<file path="config.mk">
export PLATFORM = sky130hd
export DESIGN_NAME = mips_mem_arbiter
export DESIGN_NICKNAME = d
export VERILOG_FILES = /design/src/rtl/mips_mem_arbiter.sv
export SDC_FILE = /design/constraint.sdc
export NUM_CORES = 1
export LEC_CHECK = 0
export ABC_AREA = 1
export BUFFER_PORTS_ARGS = -buffer_cell sky130_fd_sc_hd__buf_2
export CAP_MARGIN = 20
export CELL_PAD_IN_SITES_DETAIL_PLACEMENT = 2
export CELL_PAD_IN_SITES_GLOBAL_PLACEMENT = 2
export CORE_UTILIZATION = 26
export DETAILED_ROUTE_END_ITERATION = 12
export GPL_TIMING_DRIVEN = 1
export MAX_ROUTING_LAYER = met4
export PLACE_DENSITY = 0.88
export SLEW_MARGIN = 20
export SYNTH_ARGS = -nofsm -noshare
export SYNTH_HDL_FRONTEND = slang
export SYNTH_SLANG_ARGS = --single-unit
</file>
<file path="constraint.sdc">
create_clock -name CLK -period 5.2 [get_ports CLK]
set_input_delay 1.04 -clock CLK [delete_from_list [all_inputs] [get_ports CLK]]
set_output_delay 1.04 -clock CLK [all_outputs]
set_load 0.1 [all_outputs]
</file>
<file path="src/rtl/mips_mem_arbiter.sv">
// ============================================================================
// Module      : mips_mem_arbiter
// Description : Shares one unified memory port between instruction fetch (I)
//               and load/store (D). D has priority; a burst counter forces an I
//               grant after DATA_BURST_MAX back-to-back D grants.
//               Optional macro MEM_TIMEOUT_EN adds a BUSY-state abort timer.
// Revision    : 1.0 - initial release
// ============================================================================
`default_nettype none

module mips_mem_arbiter #(
    parameter int ADDR_W         = 32,
    parameter int DATA_W         = 32,
    parameter int DATA_BURST_MAX = 4,
    parameter int TIMEOUT_CYCLES = 255
) (
    input  logic                CLK,
    input  logic                Reset,
    input  logic                i_req,
    input  logic [ADDR_W-1:0]   i_addr,
    output logic                i_ack,
    output logic [DATA_W-1:0]   i_rdata,
    input  logic                d_req,
    input  logic                d_we,
    input  logic [DATA_W/8-1:0] d_be,
    input  logic [ADDR_W-1:0]   d_addr,
    input  logic [DATA_W-1:0]   d_wdata,
    output logic                d_ack,
    output logic [DATA_W-1:0]   d_rdata,
    output logic                mem_valid,
    output logic                mem_we,
    output logic [DATA_W/8-1:0] mem_be,
    output logic [ADDR_W-1:0]   mem_addr,
    output logic [DATA_W-1:0]   mem_wdata,
    input  logic                mem_ready,
    input  logic [DATA_W-1:0]   mem_rdata,
    output logic                err
);

    localparam int          BE_W        = DATA_W / 8;
    localparam logic [3:0]  C_BURST_MAX = 4'(DATA_BURST_MAX);

    typedef enum logic [1:0] {
        S_IDLE = 2'd0,
        S_BUSY = 2'd1,
        S_ACK  = 2'd2
    } state_t;

    state_t              r_state;
    state_t              w_state_nxt;
    logic                w_grant_d;
    logic                w_grant_i;
    logic                w_done;
    logic                w_abort;
    logic [DATA_W-1:0]   w_rdata;

    logic                r_mem_valid;
    logic                r_mem_we;
    logic [BE_W-1:0]     r_mem_be;
    logic [ADDR_W-1:0]   r_mem_addr;
    logic [DATA_W-1:0]   r_mem_wdata;
    logic                r_i_ack;
    logic                r_d_ack;
    logic [DATA_W-1:0]   r_i_rdata;
    logic [DATA_W-1:0]   r_d_rdata;
    logic                r_is_d;
    logic [3:0]          r_cnt;

`ifdef MEM_TIMEOUT_EN
    localparam int                  TMO_W        = $clog2(TIMEOUT_CYCLES + 1);
    localparam logic [TMO_W-1:0]    C_TMO_LAST   = TMO_W'(TIMEOUT_CYCLES - 1);
    localparam logic [DATA_W-1:0]   C_ABORT_DATA = DATA_W'(32'hDEAD_BEEF);

    logic [TMO_W-1:0] r_tmo;
    logic             r_err;
    logic             w_tmo_hit;

    assign w_tmo_hit = (r_tmo == C_TMO_LAST);
    assign w_rdata   = w_abort ? C_ABORT_DATA : mem_rdata;
    assign err       = r_err;

    always_ff @(posedge CLK or posedge Reset) begin
        if (Reset) begin
            r_tmo <= '0;
            r_err <= 1'b0;
        end else begin
            if (w_grant_d || w_grant_i) begin
                r_tmo <= '0;
            end else if (r_state == S_BUSY) begin
                r_tmo <= r_tmo + 1'b1;
            end
            if (w_abort) begin
                r_err <= 1'b1;
            end
        end
    end
`else
    logic w_tmo_hit;
    logic w_unused_tmo;

    assign w_tmo_hit    = 1'b0;
    assign w_unused_tmo = (TIMEOUT_CYCLES == 0);
    assign w_rdata      = mem_rdata;
    assign err          = 1'b0;
`endif

    always_comb begin
        w_state_nxt = r_state;
        w_grant_d   = 1'b0;
        w_grant_i   = 1'b0;
        w_done      = 1'b0;
        w_abort     = 1'b0;
        case (r_state)
            S_IDLE: begin
                // Starvation guard: once the D run hits the limit with I waiting, I goes first.
                if (d_req && !(i_req && (r_cnt == C_BURST_MAX))) begin
                    w_grant_d   = 1'b1;
                    w_state_nxt = S_BUSY;
                end else if (i_req) begin
                    w_grant_i   = 1'b1;
                    w_state_nxt = S_BUSY;
                end
            end
            S_BUSY: begin
                if (mem_ready) begin
                    w_done      = 1'b1;
                    w_state_nxt = S_ACK;
                end else if (w_tmo_hit) begin
                    w_abort     = 1'b1;
                    w_state_nxt = S_ACK;
                end
            end
            S_ACK:   w_state_nxt = S_IDLE;
            default: w_state_nxt = S_IDLE;
        endcase
    end

    always_ff @(posedge CLK or posedge Reset) begin
        if (Reset) begin
            r_state     <= S_IDLE;
            r_mem_valid <= 1'b0;
            r_mem_we    <= 1'b0;
            r_mem_be    <= '0;
            r_mem_addr  <= '0;
            r_mem_wdata <= '0;
            r_i_ack     <= 1'b0;
            r_d_ack     <= 1'b0;
            r_i_rdata   <= '0;
            r_d_rdata   <= '0;
            r_is_d      <= 1'b0;
            r_cnt       <= '0;
        end else begin
            r_state <= w_state_nxt;
            r_i_ack <= 1'b0;
            r_d_ack <= 1'b0;
            if (w_grant_d) begin
                r_mem_valid <= 1'b1;
                r_mem_we    <= d_we;
                r_mem_be    <= d_be;
                r_mem_addr  <= d_addr;
                r_mem_wdata <= d_wdata;
                r_is_d      <= 1'b1;
                if (!i_req) begin
                    r_cnt <= '0;
                end else if (r_cnt != C_BURST_MAX) begin
                    r_cnt <= r_cnt + 4'd1;
                end
            end
            if (w_grant_i) begin
                r_mem_valid <= 1'b1;
                r_mem_we    <= 1'b0;
                r_mem_be    <= '1;
                r_mem_addr  <= i_addr;
                r_mem_wdata <= '0;
                r_is_d      <= 1'b0;
                r_cnt       <= '0;
            end
            if (w_done || w_abort) begin
                r_mem_valid <= 1'b0;
                if (r_is_d) begin
                    r_d_ack <= 1'b1;
                    if (!r_mem_we) begin
                        r_d_rdata <= w_rdata;
                    end
                end else begin
                    r_i_ack   <= 1'b1;
                    r_i_rdata <= w_rdata;
                end
            end
        end
    end

    assign i_ack     = r_i_ack;
    assign d_ack     = r_d_ack;
    assign i_rdata   = r_i_rdata;
    assign d_rdata   = r_d_rdata;
    assign mem_valid = r_mem_valid;
    assign mem_we    = r_mem_we;
    assign mem_be    = r_mem_be;
    assign mem_addr  = r_mem_addr;
    assign mem_wdata = r_mem_wdata;

endmodule

`default_nettype wire

</file>
# Word-level counts from Yosys, hierarchy flattened
# Cells that the tools add are included.
# classes
addsub	1
mul	0
n_div	0
magnitude_cmp	0
eq_ne	6
shifts	0
n_mux	31
bitwise_logic	2
n_reduce_logical	10
# ops
cell	n
32-bit two-way mux	4
4-bit two-way mux	6
1-bit two-way mux	17
2-bit two-way mux	3
2-bit AND reduction	3
4-bit by 1-bit adder with 4-bit output, second input constant	1
4-bit by 3-bit == test with 1-bit output, second input constant	1
4-bit by 3-bit inequality test with 1-bit output, second input constant	1
2-bit case mux with 2 select lines	1
3-bit by 1-bit inequality test with 1-bit output, second input constant	1
3-bit inequality test, second input constant	1
3-bit AND reduction	1
3-bit nonzero test	1
2-bit by 1-bit == test with 1-bit output, second input constant	1
1-bit logical AND	2
2-bit zero test	1
2-bit inequality test, second input constant	1
1-bit NOT	2
2-bit nonzero test	1
1-bit zero test	1
# word_totals
ff_bits	143
latchBits	0
ramBits	0
romBits	0
input_bits	138
output_inout_bits	137
wordCells	62
memories	0

# Depth between registers and ports, before layout
# Gate-level depths: netlist of the first run.
# logic_depth
depth_word	9
mapped_depth	9

# Least setup slack after synthesis of the first run
# No wires, ideal clock.
# synth_timing
path_kind	flip-flop to output port
startpoint	reg r_mem_we, in the netlist mem_we
endpoint	out mem_we
t_arrival_ns	0.912
t_required_ns	4.160
path_slack_ns	3.248
stages_incl_launch_ff	1
path_buffers	0
path_cell_list	dfrtp_1
# synth_lines
item	line	text
start, declared	58	logic r_mem_we;
start signal, assigned	158	r_mem_we <= d_we;
end, declared	31	output logic mem_we,
# No word-level cell between the ends.

# Worst setup path in the final report of the first run
# layout_timing
startpoint	in i_req
endpoint	reg r_mem_wdata[10], in the netlist mem_wdata[10]
# layout_between
elab_chain_len	6
word_cells_on_any_way	10
# layout_rtl
item	line	text
start, declared	19	input logic i_req,
1-bit logical AND	116	if (d_req && !(i_req && (r_cnt == C_BURST_MAX))) begin
1-bit zero test	116	
1-bit logical AND	116	
1-bit two-way mux	116	
1-bit two-way mux	113	case (r_state)
32-bit two-way mux or 2-bit nonzero test (tied branches)	-	
end signal, assigned	161	r_mem_wdata <= d_wdata;
end, declared	61	logic [DATA_W-1:0] r_mem_wdata;
# Parallel ways exist; a longest one is shown, timed or not.
# A chain may end at the register's enable or synchronous reset.

==> impl_metrics.toml, run 1 <==
[hold_path]
whs_path_depth = 2
hold_path_class = "register to register"
min_from = "mem_addr[11]"
hold_end = "mem_addr[11]"

[synth]
async_flop_share = 1.000
yosys.area.top_type = "dfrtp_1"
yosys_warnings = 0
avgSynthCellArea_um2 = 8.402
ys_seq_area_frac = 0.5858
synth_edf_count = 0
syn_inst = 727
synth_commonest_cells = "nand2_1 (238), dfrtp_1 (143), inv_1 (108)"
ys_seq_elements = 143
synth_nets = 867
synth_cell_types = 24
synthDominantCellAreaShare = 0.5858
synth_most_common_cell = "nand2_1"
synthFlopType = "dfrtp_1"
synth.area.top_cells = "dfrtp_1 (59%), nand2_1 (15%), nand3_1 (8.2%)"
syn_area_um2 = 6108

[sta]
fin_crit_sh = 0.5228
tns_ns = 0
report.final.slew_viol_count = 0
hold_viol_final = 0
relSlewSlack = 0.3423
setup_viol = 0
fmax_mhz = 367.8
rsz0062_at_grt = "no"
clock_skew_ns = 0.01576
worst_pin_slew_ns = 0.9830
min_period_ns = 2.719

[global_route]
grt_max_degree = 77
track_usage = 0.1893
grt_pass1_wl_mm = 34.29
grt-ovfl-total = 0
antenna_found_initial = 3
grt_pass1_vias = 6372

[worst_setup_path]
reg2regPathDepth = 8
r2r_start = "r_state[1]"
cp_max_fo = 47
required_ns = 5.51
startpoint_type = "input port"
arrival_ns = 3.02
critPathKind = "input port to register"
rrSetupSlack_ns = 2.70
worst_setup_path_end_kind = "register"
r2r-end = "mem_wdata[10]"

[clock_network]
htreeDepth = 4
clock_latency_ns = 0.43
cts_root_buf = "clkbuf_16"
clock_sinks = 143
path_clk_slew_ns = 0.07
cts_tree = "yes"
cts_resized = 0
cts_buffers = 17
cts_hold_buf = 0
postCtsSetupBuffers = 0
ctsLongestPathBuffers = 2

[route]
drc_errors = 0
firstDrtPassIters = 4
drtIter0Drc = 228
wire_per_inst_um = 16.56
ant_nets = 0
viasPerCell = 4.435
num_vias = 5832
wl_mm = 21.78

[placed_design]
gp_congestion = 0.7569
post_dp_cell_area_um2 = 7741
port_buffers = 273
dp_hpwl_mm = 15.54

[die]
pin_count = 275
fp.dieW_um = 155.3
rows = 55
initial_core_util = 0.2674
core_um2 = 22850
die_h_um = 155.3
die_area_um2 = 24110

[run]
drv_cap = 0

[layout]
drive_gt1_frac = 0.3283
syn_to_final_growth_pct = 36.85
postLayoutCellArea_um2 = 8359
final_nets = 1126

[status]
status = "completed"
## stage by stage
step | util | setup WS, ns | hold slack (ns) | std cells
detailed placement | 0.3388 | 1.998 | 0.4615 | 1280
finish | 0.3659 | 2.481 | 0.4718 | 1315
CTS | 0.3656 | 2.455 | 0.4790 | 1312
floorplan | - | 0.3221 | 0.4934 | 727
global placement | 0.3388 | 2.092 | 0.4578 | 1280
global route | 0.3659 | 2.323 | 0.5073 | 1315
## placed cells by master, fill, tap and decap left out, drive strengths merged
cell    synthesis  layout
inv           112     122
clkinv          0       4
o22ai           1       1
nand3b          4       4
nor2            5       5
bufinv          0       1
conb            1       1
or2             4       4
o21ai          69      69
buf            36     282
diode           0       3
o21a            1       1
nand3         100     100
dfrtp         143     143
ha              2       2
xnor2           1       1
o31ai           1       1
xor2            1       1
clkbuf          6      17
nand2         240     240
## kinds of logic after synthesis
family                   Yosys count  synth area share
flip-flops                       143            0.5858
XOR/XNOR                           2          0.002868
other                              1         0.0006139
AND/OR/NAND/NOR                  353            0.2427
AO/OA/AOI/OAI                     72           0.06063
adder cells (fa/ha/maj)            2          0.004096
buffers and inverters            154            0.1032
## area by class of cell
cell class              count  area, um^2
inverters                 112       425.4
repair buffers            282        1434
clock buffers              17       425.4
clock inverters            15       185.2
flip-flops and latches    143        3578
multi-input cells         430        1912
fillers                  2689       14490
well taps                 313       391.6
diodes                      3       7.507
## sequential cells by signal (all words and copies together) (netlist names), 2 cells and up
name	count
mem_addr	32
r_cnt	4
i_rdata	32
mem_wdata	32
mem_be	4
r_state	2
d_rdata	32
## worst max-delay path, stage by stage
cell	delay [ns]
buf_2	0.11
inv_1	0.05
nor2_2	0.09
buf_4	0.37
nand2_2	0.66
buf_4	0.48
nand3_1	0.12
nand2_1	0.08
## per-layer routing
metal / vias up / track usage / wire length (um)
met5: - / - / 0
met4: 0 / 0.07937 / 719
met3: 42 / 0.03148 / 796
met2: 161 / 0.3269 / 11270
met1: 2877 / 0.2179 / 8996
li1: 2752 / - / -
## how the worst max path moves through the flow
stage           from       endpoint  cells past startpoint  slack (ns)
2_1_floorplan  Reset          d_ack                      1        0.32
5_1_grt        i_req  mem_wdata[10]                      8        2.32
4_1_cts        i_req  mem_wdata[10]                      8        2.45
3_3_place_gp   i_req      mem_be[3]                      9        2.09
6_report       i_req  mem_wdata[10]                      8        2.48
3_5_place_dp   i_req  mem_wdata[10]                      8        2.00
Power of run 1 is not shown: default switching activity piles up to over one toggle a cycle in this logic, so the estimate is an artifact.
==> run 2, diff against run 1 <==
Clock period 5.2 ns to 2.8 ns, I/O delays scaled along.
==> run 2 against run 1 <==
Effect of this change: non-clock buffer count is 2 higher; final area is 1.5% higher; worst setup slack worse by 1.5 ns; first-iteration DRC count is 14% lower; utilization is 0.55 points higher; sequential share of layout area is 0.64 points lower; clock skew is 0.0021 ns lower; clock-buffer cell count is 1 higher.
==> impl_metrics.toml, run 2 (synthesized netlist as in run 1, its figures left out) <==
[status]
status = "completed"

[worst_setup_path]
cpPeakStageDelay_ns = 0.47
path_delay_family = "buffers and inverters"
required_ns = 2.24
cp_slowest_cell = "buf_2"
path_buf_inv = 1
arrival_ns = 1.28
path_cells = "buf_2"
startpoint_type = "register"
worst_setup_path_end_kind = "output port"
critPathKind = "register to output port"
cp_max_fo = 2

[layout]
fillCellCount = 2666
final_common_cell = "buf_2"
final_cell_mix = "buf_2 (273), nand2_1 (236), dfrtp_1 (143), inv_1 (107), nand3_1 (100)"
finish.utilization = 0.3714
syn_to_final_growth_pct = 38.92
final_nets = 1128
postLayoutCellArea_um2 = 8486
drive_gt1_frac = 0.3290

[sta]
report.final.slew_viol_count = 0
min_period_ns = 1.836
fmax_mhz = 544.6
setup_viol = 0
fin_crit_sh = 0.6558
tns_ns = 0
clock_skew_ns = 0.01364
rsz0062_at_grt = "no"
hold_viol_final = 0
relSlewSlack = 0.4539
worst_pin_slew_ns = 0.8191

[hold_path]
hold_path_class = "input port to asynchronous set/reset pin"

[clock_network]
ctsLongestPathBuffers = 2
htreeDepth = 4
postCtsSetupBuffers = 0
path_clk_slew_ns = 0.07
clock_latency_ns = 0.42
cts_hold_buf = 0
cts_tree = "yes"
clock_sinks = 143
cts_buffers = 17
cts_resized = 0
cts_root_buf = "clkbuf_16"

[route]
wl_mm = 21.77
wire_per_inst_um = 16.55
drc_errors = 0
num_vias = 5829
ant_nets = 0
viasPerCell = 4.433
drtIter0Drc = 195
firstDrtPassIters = 4

[run]
drv_cap = 0

[die]
core_um2 = 22850
initial_core_util = 0.2674
die_area_um2 = 24110
pin_count = 275
fp.dieW_um = 155.3
die_h_um = 155.3
rows = 55

[global_route]
grt_max_degree = 144
antenna_found_initial = 2
grt_pass1_wl_mm = 34.75
grt-ovfl-total = 0
track_usage = 0.1910
grt_pass1_vias = 6488

[placed_design]
post_dp_cell_area_um2 = 7818
gp_congestion = 0.7474
port_buffers = 273
dp_hpwl_mm = 15.50
[run 2: cell count changes in the layout (fill, tap and decap cells not counted), sizes merged]
| cell | change |
|---|---|
| clkinvlp | +2 |
| diode | -1 |
| inv | -5 |
| bufinv | +4 |
| buf | +2 |
| clkbuf | +1 |
| clkinv | -3 |
[run 2: per-stage QoR]
step | hold slack [ns] | setup slack, ns | std cells
4_1_cts | 0.3422 | 0.9388 | 1313
6_report | 0.3617 | 0.9637 | 1315
3_5_place_dp | 0.4597 | 0.8643 | 1282
2_1_floorplan | 0.4934 | 0.4489 | 727
5_1_grt | 0.3592 | 0.9154 | 1315
3_3_place_gp | 0.4583 | 0.9412 | 1282
[run 2: path summary, 6_finish.rpt]
check	from	to	slack [ns]	cells after the start
hold reg to reg	mem_wdata[12]	mem_wdata[12]	0.47	2
min in group CLK	mem_ready	r_state[0]	0.36	2
hold / removal	Reset	d_rdata[3]	0.36	3
setup reg to reg	r_state[1]	mem_wdata[31]	1.08	6
max in group asynchronous	Reset	r_cnt[3]	1.80	3
setup / recovery	d_rdata[2]	d_rdata[2]	0.96	1
[run 2: routing by layer]
layer,global-route usage,vias to the layer above,share of wire
li1,-,2760,-
met1,0.2186,2891,0.42
met2,0.3396,151,0.52
met3,0.03008,27,0.035
met4,0.06443,0,0.020
met5,-,-,0
[run 2: final cells by class]
type                            count  area, um^2  area share
Antenna cell                        2       5.005   0.0005898
Multi-Input combinational cell    430        1912      0.2253
Timing Repair Buffer              284        1511      0.1781
Sequential cell                   143        3578      0.4217
Clock buffer                       18       439.2     0.05175
Inverter                          112       424.2     0.04999
Tap cell                          313       391.6     0.04615
Clock inverter                     13       224.0     0.02639
Power of run 2 is left out for the same reason.
==> run 3, diff against run 2 <==
Clock period 2.8 ns to 1.8 ns, I/O delays scaled along.
==> run 3 against run 2 <==
Effect of this change: register-to-register slack got worse by 0.95 ns; worst hold slack got worse by 0.33 ns; worst setup slack got worse by 0.83 ns; sequential share of layout area rose by 0.15 points; global-route usage rose by 0.16 points; first-iteration DRC count rose by 12%; critical path type is now register to register.
==> impl_metrics.toml, run 3 (synthesized netlist as in run 1, its figures left out) <==
[worst_setup_path]
path_delay_family = "simple AND/OR/NAND/NOR gates"
cp_max_fo = 32
cpPeakStageDelay_ns = 0.42
path_cells = "inv_1 > ha_1 > nand3_1 > nand2_1 > buf_4 > nand3_1 > nand3_1 > nand2_1"
cp_common_cell = "nand3_1"
required_ns = 2.11
cp_slowest_cell = "dfrtp_1"
r2r_start = "r_cnt[0]"
critPathKind = "register to register"
startpoint_type = "register"
path_buf_inv = 2
arrival_ns = 1.98
worst_setup_path_end_kind = "register"
crit_start = "r_cnt[0]"

[sta]
report.final.slew_viol_count = 0
fin_crit_sh = 0.9282
relSlewSlack = 0.6198
rsz0062_at_grt = "no"
min_period_ns = 1.671
setup_viol = 0
hold_viol_final = 0
worst_pin_slew_ns = 0.5703
holdWs_ns = 0.03177
clock_skew_ns = 0.01354
fmax_mhz = 598.5

[clock_network]
htreeDepth = 4
clock_latency_ns = 0.42
clock_sinks = 143
cts_tree = "yes"
ctsLongestPathBuffers = 2
postCtsSetupBuffers = 0
cts_root_buf = "clkbuf_16"
cts_buffers = 17
cts_hold_buf = 0
path_clk_slew_ns = 0.07
cts_resized = 0

[global_route]
grt_pass1_wl_mm = 35.02
grt_pass1_vias = 6574
grt_max_degree = 70
antenna_found_initial = 3
grt-ovfl-total = 0
track_usage = 0.1926

[layout]
register_area_um2 = 3578
final_nets = 1134
drive_gt1_frac = 0.3337
syn_to_final_growth_pct = 38.43
fillCellCount = 2643
multi_input_area_um2 = 1912
final_cell_mix = "buf_2 (273), nand2_1 (236), dfrtp_1 (143), inv_1 (107), nand3_1 (100)"
final_common_cell = "buf_2"

[die]
fp.dieW_um = 155.3
die_h_um = 155.3
rows = 55
initial_core_util = 0.2674
core_um2 = 22850
pin_count = 275
die_area_um2 = 24110

[placed_design]
port_buffers = 273
dp_hpwl_mm = 15.83
gp_congestion = 0.7760

[route]
num_vias = 5783
drtIter0Drc = 218
firstDrtPassIters = 4
wl_mm = 21.89
wire_per_inst_um = 16.55
viasPerCell = 4.371
drc_errors = 0
ant_nets = 0

[run]
drv_cap = 0

[hold_path]
hold_path_class = "input port to asynchronous set/reset pin"

[status]
status = "completed"
-- run 3: final timing paths --
path	to	slack, ns	cells after the start
worst max register to register	mem_addr[9]	0.13	8
worst max-delay path	mem_addr[9]	0.13	8
min in group CLK	r_state[0]	0.16	2
worst min register to register	mem_addr[24]	0.48	2
worst min-delay path	i_rdata[3]	0.03	3
max in group asynchronous	i_rdata[18]	1.21	3
-- run 3: final cells by class --
type                    instances  share of cell area
clock inverters                14             0.01435
inverters                     112             0.05016
flip-flops and latches        143              0.4232
repair buffers                290              0.1870
clock buffers                  18             0.05194
diodes                          3           0.0008878
multi-input cells             430              0.2261
well taps                     313             0.04632
-- run 3: tightest hold or removal path, cell delays in order --
cell	delay, ns
buf_2	0.11
clkinvlp_4	0.11
buf_12	0.24
-- run 3: through the flow --
stage / utilization / setup TNS (ns) / instance area, um^2 / worst slack [ns] / instances
2_1_floorplan: - / -50.20 / 6112 / -0.3511 / 727
3_3_place_gp: 0.3452 / 0 / 7888 / 0.2343 / 1288
3_5_place_dp: 0.3452 / 0 / 7888 / 0.09844 / 1288
4_1_cts: 0.3698 / 0 / 8448 / 0.09192 / 1320
5_1_grt: 0.3701 / 0 / 8456 / 0.01013 / 1323
6_report: 0.3701 / 0 / 8456 / 0.1293 / 1323
-- run 3: metal layers --
| metal | global-route usage | vias to the layer above | share of wire |
|---|---|---|---|
| li1 | - | 2776 | - |
| met1 | 0.2236 | 2825 | 0.41 |
| met2 | 0.3346 | 156 | 0.52 |
| met3 | 0.03231 | 26 | 0.041 |
| met4 | 0.07003 | 0 | 0.021 |
| met5 | - | - | 0 |
Power of run 3 is left out for the same reason.
